### src/rtl/regfile_operand_fetch.sv
// Operand fetch front-end for the 16 x 20-bit register file: drives both read
// ports, absorbs the one-cycle read latency and forwards colliding writebacks.
module regfile_operand_fetch (
  input  logic        clk,
  input  logic        rst,
  input  logic        in_valid,
  output logic        in_ready,
  input  logic [3:0]  in_src0,
  input  logic [3:0]  in_src1,
  input  logic        wb_valid,
  input  logic [3:0]  wb_addr,
  input  logic [19:0] wb_data,
  output logic        out_valid,
  input  logic        out_ready,
  output logic [19:0] out_op0,
  output logic [19:0] out_op1,
  output logic        rf_wr_en,
  output logic [3:0]  rf_wr_addr,
  output logic [19:0] rf_wr_data,
  output logic [3:0]  rf_rd0_addr,
  output logic [3:0]  rf_rd1_addr,
  input  logic [19:0] rf_rd0_data,
  input  logic [19:0] rf_rd1_data
);

  // state | meaning
  // IDLE  | no request held, ready for a new fetch
  // READ  | file is returning data for latched s0/s1
  // HOLD  | operands valid, waiting for downstream
  typedef enum logic [1:0] {IDLE, READ, HOLD} state_t;

  state_t      state;
  logic [3:0]  s0, s1;
  logic        fwd0, fwd1;
  logic [19:0] fwd_data0, fwd_data1;

  logic accept;
  logic wb_hit_in0, wb_hit_in1, wb_hit_s0, wb_hit_s1;

  assign in_ready   = (state == IDLE) | ((state == HOLD) & out_ready);
  assign accept     = in_valid & in_ready;

  assign wb_hit_in0 = wb_valid & (wb_addr == in_src0);
  assign wb_hit_in1 = wb_valid & (wb_addr == in_src1);
  assign wb_hit_s0  = wb_valid & (wb_addr == s0);
  assign wb_hit_s1  = wb_valid & (wb_addr == s1);

  assign rf_wr_en    = wb_valid;
  assign rf_wr_addr  = wb_addr;
  assign rf_wr_data  = wb_data;

  assign rf_rd0_addr = accept ? in_src0 : s0;
  assign rf_rd1_addr = accept ? in_src1 : s1;

  always_ff @(posedge clk or posedge rst) begin
    if (rst) begin
      state     <= IDLE;
      out_valid <= 1'b0;
      out_op0   <= '0;
      out_op1   <= '0;
      s0        <= '0;
      s1        <= '0;
      fwd0      <= 1'b0;
      fwd1      <= 1'b0;
      fwd_data0 <= '0;
      fwd_data1 <= '0;
    end else begin
      // A write in the accept cycle lands after the file samples the address,
      // so the file would return the stale value; remember the new one.
      if (accept) begin
        s0        <= in_src0;
        s1        <= in_src1;
        fwd0      <= wb_hit_in0;
        fwd1      <= wb_hit_in1;
        fwd_data0 <= wb_data;
        fwd_data1 <= wb_data;
      end

      case (state)
        IDLE: begin
          if (accept) state <= READ;
        end
        READ: begin
          out_op0   <= wb_hit_s0 ? wb_data : (fwd0 ? fwd_data0 : rf_rd0_data);
          out_op1   <= wb_hit_s1 ? wb_data : (fwd1 ? fwd_data1 : rf_rd1_data);
          out_valid <= 1'b1;
          state     <= HOLD;
        end
        HOLD: begin
          if (out_ready) begin
            out_valid <= 1'b0;
            state     <= in_valid ? READ : IDLE;
          end else begin
            if (wb_hit_s0) out_op0 <= wb_data;
            if (wb_hit_s1) out_op1 <= wb_data;
          end
        end
        default: state <= IDLE;
      endcase
    end
  end

endmodule

### config.mk
export PLATFORM = sky130hd
export DESIGN_NAME = regfile_operand_fetch
export DESIGN_NICKNAME = d
export VERILOG_FILES = /design/src/rtl/regfile_operand_fetch.sv
export SDC_FILE = /design/constraint.sdc
export NUM_CORES = 1
export LEC_CHECK = 0
export CAP_MARGIN = 0
export CORE_MARGIN = 4
export CORE_UTILIZATION = 40
export CTS_CLUSTER_SIZE = 20
export DETAILED_ROUTE_END_ITERATION = 10
export DONT_BUFFER_PORTS = 1
export PLACE_DENSITY = 0.6
export RECOVER_POWER = 25
export SETUP_SLACK_MARGIN = 0.2
export SLEW_MARGIN = 20
export SYNTH_ARGS = -nofsm -noshare
export SYNTH_HDL_FRONTEND = slang
export SYNTH_SLANG_ARGS = --single-unit
export TNS_END_PERCENT = 5
### constraint.sdc
create_clock -name clk -period 4.64 [get_ports clk]
set_input_delay 0.464 -clock clk [delete_from_list [all_inputs] [get_ports clk]]
set_output_delay 0.464 -clock clk [all_outputs]
set_load 0.01 [all_outputs]
# Yosys cells after proc, flatten, opt, wreduce, memory -nomap -nowiden
# Cells that the tools add are included.
[op_classes]
eq_ne = 11
mux = 18
bitwise_logic = 7
n_reduce_logical = 6
[op_table]
columns = ["op", "count"]
rows = [
  ["$mux 20", 8],
  ["$pmux 20 s2", 2],
  ["$eq 4x4->1", 4],
  ["$ne 2x2->1 const B", 5],
  ["$mux 4", 2],
  ["$and 1x1->1", 6],
  ["$pmux 2 s3", 1],
  ["$reduce_and 3->1", 2],
  ["$mux 2", 2],
  ["$reduce_and 2->1", 2],
  ["$eq 2x1->1 const B", 1],
  ["$eq 2x2->1 const B", 1],
  ["$logic_not 2->1", 1],
  ["$mux 1", 2],
  ["$pmux 1 s2", 1],
  ["$reduce_bool 2->1", 1],
  ["$or 1x1->1", 1],
]
[totals]
register_bits = 73

# Longest topological paths before layout
# Gate-level depths: netlist (run 1).
[logic_depth]
ltp_word = 6
ltp_mapped = 7
depth_no_buf = 6

# Least setup slack after synthesis (run 1)
# OpenSTA, ideal clock, no wires.
[synth_path]
kind = "reg-to-output"
from = "reg state[0]"
to = "out rf_rd0_addr[0]"
arrival_ps = 1631
required_ps = 4176
slack_ps = 2545
path_stages_with_launch = 7
path_buffers = 1
cell_sequence = "dfrtp_1 > inv_1 > ha_1 > a21o_1 > nand2_1 > buf_2 > mux2_1"
[synth_between]
elab_chain_len = 5
word_cells_on_any_way = 6
classes_between = "1 x eq/ne; 1 x mux; 3 x bitwise; 1 x reduce/logical"
[synth_lines]
columns = ["element", "line", "text"]
rows = [
  ["start: declaration", "32", "state_t state;"],
  ["start signal: assignment", "92", "state <= in_valid ? READ : IDLE;"],
  ["$eq 2x2->1", "40", "assign in_ready = (state == IDLE) | ((state == HOLD) & out_ready);"],
  ["$and 1x1->1", "40", ""],
  ["$or 1x1->1 (*)", "40", ""],
  ["named net in_ready", "7", "output logic in_ready,"],
  ["$and 1x1->1 (*)", "41", "assign accept = in_valid & in_ready;"],
  ["$mux 4 (*)", "n/a", ""],
  ["end: declaration", "20", "output logic [3:0] rf_rd0_addr,"],
]
# Mark *: on every way through the listed nets, which the timed path passes. The rest lies on a longest branch.

# Final worst setup path (run 1)
[layout_path]
from = "reg state[0]"
to = "out rf_rd1_addr[0]"
[layout_between]
elab_chain_len = 5
word_cells_on_any_way = 6
classes_between = "1 x eq/ne; 1 x mux; 3 x bitwise; 1 x reduce/logical"
[layout_lines]
columns = ["element", "line", "text"]
rows = [
  ["$eq 2x2->1", "40", ""],
  ["$and 1x1->1", "40", ""],
  ["$or 1x1->1 (*)", "40", ""],
  ["named net in_ready", "7", ""],
  ["$and 1x1->1 (*)", "41", ""],
  ["$mux 4 (*)", "n/a", ""],
  ["end: declaration", "21", "output logic [3:0] rf_rd1_addr,"],
]
# Marks and branches as above.

==> impl_metrics.tcl, run 1 <==
set metrics [dict create \
    status "finished with violations" \
    violations "max-capacitance violations, max-slew violations" \
    numPortBuffers 0 \
    rr_startpoint "state[1]" \
    grt_overflow 0 \
    cts_setup_buffers 0 \
    cp-start-kind "flip-flop" \
    skew_ps 13.6 \
    max_freq_mhz 348 \
    post-route-min-period_ps 2880 \
    cts-htree-levels 3 \
    crit_path_end_kind "output port" \
    grt_pass1_wl_um 17000 \
    ir_drop_mv 0.590 \
    syn2layout_area_growth_pct 2.42 \
    num_vias 2773 \
    worst_slew_pin_slew_ps 1540 \
    worst_ep_required_time_ps 4180 \
    ys_ff_latch 73 \
    io_pins 152 \
    crit_buf_inv 1 \
    drc 0 \
    final_common_cell "dfrtp_1" \
    internal_power_w 0.00185 \
    rows 37 \
    finalHoldViolCount 0 \
    setup_ws_ps 1760 \
    r2r_end "out_op1[3]" \
    syn-cell-area_um2 4300 \
    dp_hpwl_um 7140 \
    post_synth_num_cell_types 28 \
    switching_share_pct 42.5 \
    pwr-share-clk_pct 17.8 \
    slew_viol_final 35 \
    syn_area_per_cell_um2 11.7 \
    fin_nets 414 \
    postSynthCellCount 369 \
    root_buffer "clkbuf_8" \
    cts_buffers 9 \
    timing.final.crit_share_pct 62.0 \
    cts-resized-gates 0 \
    antenna_found_initial 0 \
    path_cells "inv_1, ha_1, a21o_1, nand2_2, mux2_1" \
    rsz0062_at_grt "false" \
    hp-start "out_ready" \
    drtPass1Iterations 4 \
    slowest_stage "mux2_1" \
    hold_class "in -> reg" \
    clockBufferDepth 2 \
    drive_gt1_share_pct 22.8 \
    max_stage_delay_ps 580 \
    pwr-share-seq_pct 39.9 \
    dpl_worst_slack_ps 2040 \
    ys_warn_count 0 \
    path_clk_slew_ps 70 \
    die_y_um 112 \
    dr.first_iter.drc_count 150 \
    coreArea_um2 10400 \
    die_x_um 112 \
    r2r_cells 7 \
    hold_depth 1 \
    reg2reg_setup_slack_ps 2340 \
    min_delay_worst_endpoint "out_valid" \
    drt-vias-per-instance 5.85 \
    mostFrequentLayoutCells "dfrtp_1 (73), nand2_1 (43), nand3_1 (42)" \
    wire_per_inst_um 22.2 \
    p_switching_w 0.00137 \
    yosysSeqAreaShare_pct 42.5 \
    start_util_pct 41.3 \
    gp_congestion 0.720 \
    slew_headroom_pct -3.48 \
    critPathKind "reg -> out" \
    fin_setup_tns_ps 0 \
    grt_pass1_vias 2999 \
    crit_path_max_fanout 32 \
    critPathTopFamily "multiplexers" \
    track_usage_pct 17.0 \
    drv_cap 1 \
    antenna_left 0 \
    tritoncts "built" \
    worstPathArrival_ps 2410 \
    clock_sinks 73 \
    p_leak_nw 1.65 \
    cp_num_cells 5 \
    power-per-cell-area_nw_per_um2 730 \
    die_area_um2 12500 \
    pwr-share-comb_pct 42.4 \
    setup_viol 0 \
    antenna_cells 0 \
    grt_max_degree 43 \
    holdBufCountCts 0 \
    wirelength_um 10500 \
    clock_latency_ps 340 \
    mappedNetlistNets 450 \
]
[power groups by stage]
stage               logic, W  clock network [W]  registers, W
global route         0.00151           0.000618       0.00132
global placement     0.00133                  0       0.00129
CTS                  0.00138           0.000590       0.00129
floorplan            0.00119                  0       0.00121
finish               0.00136           0.000571       0.00128
detailed placement   0.00138                  0       0.00131
[per-stage QoR]
stage               instance area (um^2)  power, W  cells  hold slack [ps]  util [%]
floorplan                           4300   0.00240    369              486         -
global placement                    4170   0.00263    458              433      40.1
detailed placement                  4170   0.00269    458              437      40.1
CTS                                 4400   0.00326    474             58.4      42.3
global route                        4400   0.00345    474              220      42.3
finish                              4400   0.00322    474              233      42.3
[cell type report]
class | count | area, um^2
fill | 985 | 6010
sequential | 73 | 1830
clock inverter | 5 | 77.6
timing repair buffer | 7 | 52.6
tap | 136 | 170
clock buffer | 11 | 151
multi-input combinational | 235 | 2100
inverter | 7 | 27.5
[cell usage after synthesis]
cell / number / area (um^2)
nand4_1: 1 / 6.26
xnor2_1: 9 / 78.8
nand2_1: 44 / 165
mux2_2: 3 / 33.8
nor2_1: 3 / 11.3
clkbuf_1: 8 / 30.0
o41ai_2: 2 / 32.5
a21o_1: 3 / 22.5
nor3_2: 3 / 30.0
buf_6: 3 / 33.8
ha_1: 4 / 50.1
inv_1: 7 / 26.3
o21bai_1: 1 / 7.51
mux2_1: 26 / 293
dfrtp_1: 73 / 1830
a21bo_1: 1 / 10.0
o221ai_2: 40 / 601
and2_4: 1 / 8.76
mux2i_1: 41 / 410
nor3b_1: 1 / 7.51
buf_12: 2 / 40.0
clkbuf_8: 1 / 13.8
buf_4: 27 / 203
nand3_1: 42 / 210
o22ai_1: 2 / 12.5
and4_1: 1 / 8.76
xor2_1: 7 / 61.3
buf_2: 13 / 65.1
[how the worst max path moves through the flow]
| stage | from | endpoint | slack (ps) |
|---|---|---|---|
| 2_1_floorplan | rst | fwd0 | 2320 |
| 3_3_place_gp | state[0] | out_op1[0] | 2130 |
| 3_5_place_dp | state[0] | out_op1[0] | 2040 |
| 4_1_cts | state[0] | rf_rd1_addr[0] | 1710 |
| 5_1_grt | state[0] | rf_rd0_addr[1] | 1570 |
| 6_report | state[0] | rf_rd1_addr[0] | 1760 |
[cell families (layout without fill, tap and decap cells)]
family          count (synthesis)  in the layout  synth area share, %
xor+xnor                       16             16                 3.26
mux                            70             70                 17.1
compound gates                 49             49                 15.9
flops                          73             73                 42.5
simple gates                   96             96                 10.4
buf+inv                        61             30                 9.57
fa+ha+maj                       4              4                 1.16
[metal layers]
layer / GRT usage, % / routed length (um) / part of all wire (%) / vias to the layer above
li1: - / - / - / 1254
met1: 19.9 / 4090 / 39 / 1392
met4: 3.89 / 108 / 1.0 / 0
met3: 5.43 / 757 / 7.2 / 9
met2: 30.5 / 5550 / 53 / 118
met5: 0 / 0 / 0 / -
[registers in the layout (all words and copies together), names as in the netlist]
register	count
fwd_data1	20
out_op0	20
out_op1	20
s0	4
s1	4
state	2
fwd0	1
fwd1	1
out_valid	1
[worst register-to-register path, cell delays in order (launching register included)]
cell and delay (ps):
dfrtp_1 410, inv_1 80, ha_1 290, a21bo_1 280, nor3_4 170, buf_4 290, and2_4 460, o221ai_2 170
No activity file was read; power rests on OpenSTA's default activity.
==> run 2: changes to the inputs <==
==> constraint.sdc (replaced) <==
create_clock -name clk -period 2.92 [get_ports clk]
set_input_delay 0.292 -clock clk [delete_from_list [all_inputs] [get_ports clk]]
set_output_delay 0.292 -clock clk [all_outputs]
set_load 0.01 [all_outputs]
==> impl_metrics.tcl, run 2 (same netlist as run 1, synthesis figures left out) <==
set metrics [dict create \
    fin_area_um2 4430 \
    path_clk_slew_ps 80 \
    slew_headroom_pct 37.1 \
    fin_setup_tns_ps 0 \
    num_vias 2811 \
    fin_util_pct 42.5 \
    mostFrequentLayoutCells "dfrtp_1 (73), nand2_1 (43), nand3_1 (42)" \
    antenna_cells 0 \
    r2r_cells 6 \
    grt_max_degree 49 \
    die_y_um 112 \
    dp_hpwl_um 7490 \
    skew_ps 13.6 \
    final_common_cell "dfrtp_1" \
    hold_depth 1 \
    top_layer_used "met4" \
    grt_pass1_vias 3103 \
    power-per-cell-area_nw_per_um2 1160 \
    cp-start-kind "flip-flop" \
    crit_start "state[0]" \
    met2_length_um 5600 \
    placed_area_um2 4210 \
    crit_path_max_fanout 20 \
    worst_ep_required_time_ps 2630 \
    nFillCells 1006 \
    drv_cap 0 \
    setup_viol 0 \
    cts_setup_buffers 0 \
    cts-htree-levels 3 \
    wl_met3_um 791 \
    max_freq_mhz 401 \
    numPortBuffers 0 \
    ir_drop_mv 0.637 \
    finalHoldViolCount 0 \
    grt_overflow 0 \
    min_delay_worst_endpoint "out_valid" \
    finalNonFillerCells 480 \
    slew_viol_final 0 \
    p_leak_nw 1.67 \
    rr_startpoint "state[0]" \
    dr.first_iter.drc_count 155 \
    gp_congestion 0.718 \
    die_x_um 112 \
    holdBufCountCts 1 \
    clockBufferDepth 2 \
    rows 37 \
    r2r_end "fwd_data1[19]" \
    wire_per_inst_um 23.0 \
    hp-start "out_ready" \
    wirelength_um 11100 \
    start_util_pct 41.3 \
    reg2reg_setup_slack_ps 710 \
    seqCellArea_um2 1830 \
    antenna_left 0 \
    track_usage_pct 17.9 \
    root_buffer "clkbuf_8" \
    drtPass1Iterations 4 \
    wirelength_met1_um 4490 \
    hold_class "in -> reg" \
    drt-vias-per-instance 5.86 \
    cts-resized-gates 0 \
    clock_latency_ps 360 \
    rsz0062_at_grt "false" \
    antenna_found_initial 0 \
    cts_buffers 9 \
    fin_nets 420 \
    timing.final.crit_share_pct 85.4 \
    biggestRegsByFlops "fwd_data1 x20, out_op0 x20, out_op1 x20" \
    clock_sinks 73 \
    io_pins 152 \
    worst_slew_pin_slew_ps 944 \
    crit_path_end_kind "output port" \
    worstPathArrival_ps 2200 \
    coreArea_um2 10400 \
    critPathKind "reg -> out" \
    post-route-min-period_ps 2490 \
    drc 0 \
    syn2layout_area_growth_pct 2.94 \
    tritoncts "built" \
    grt_pass1_wl_um 17500 \
    status "finished, final reports clean" \
    dp_cells 463 \
    multi_input_area_um2 2100 \
    drive_gt1_share_pct 23.5 \
    die_area_um2 12500 \
]
## run 2: cell count changes in the layout (fill, tap and decap cells not counted), sizes merged
cell         previous run  this run
bufinv                  2         1
clkinv                  2         4
dlygate4sd3             0         1
buf                     7        12
clkbuf                 11        10
## run 2: worst max-delay path by stage
stage                      to  slack [ps]  cells past startpoint
2_1_floorplan            fwd0         770                      1
3_3_place_gp    fwd_data1[19]         810                      6
3_5_place_dp    fwd_data1[19]         710                      6
4_1_cts        rf_rd0_addr[3]         400                      5
5_1_grt        rf_rd0_addr[0]         300                      5
6_report       rf_rd1_addr[1]         430                      5
## run 2: cell type report
class	count	share of cell area (%)
well taps	136	3.85
clock buffers	10	3.11
clock inverters	6	1.53
flip-flops and latches	73	41.3
multi-input cells	235	47.4
inverters	7	0.622
repair buffers	13	2.26
## run 2: report_power, final
group	internal (W)	switching [W]	total, W
clock network	0.000419	0.000407	0.000827
registers	0.00153	0.000518	0.00204
logic	0.000933	0.00132	0.00225
## run 2: stage by stage
step | total power [W] | setup WS, ps | hold WS [ps]
after floorplan | 0.00381 | 775 | 401
after global placement | 0.00427 | 808 | 376
after detailed placement | 0.00435 | 709 | 382
after CTS | 0.00519 | 400 | 19.4
after global routing | 0.00547 | 299 | 21.3
final | 0.00512 | 428 | 35.4
## run 2: worst max-delay path: stages, from the launching register on
cell and delay (ps):
dfrtp_1 410, inv_1 90, ha_1 270, a21o_1 230, nand2_2 410, mux2_1 430
## run 2: per-layer routing
layer	up-vias	global-route usage, %
met3	17	5.22
met5	-	0
met4	0	6.49
met2	120	31.1
li1	1262	-
met1	1412	21.0
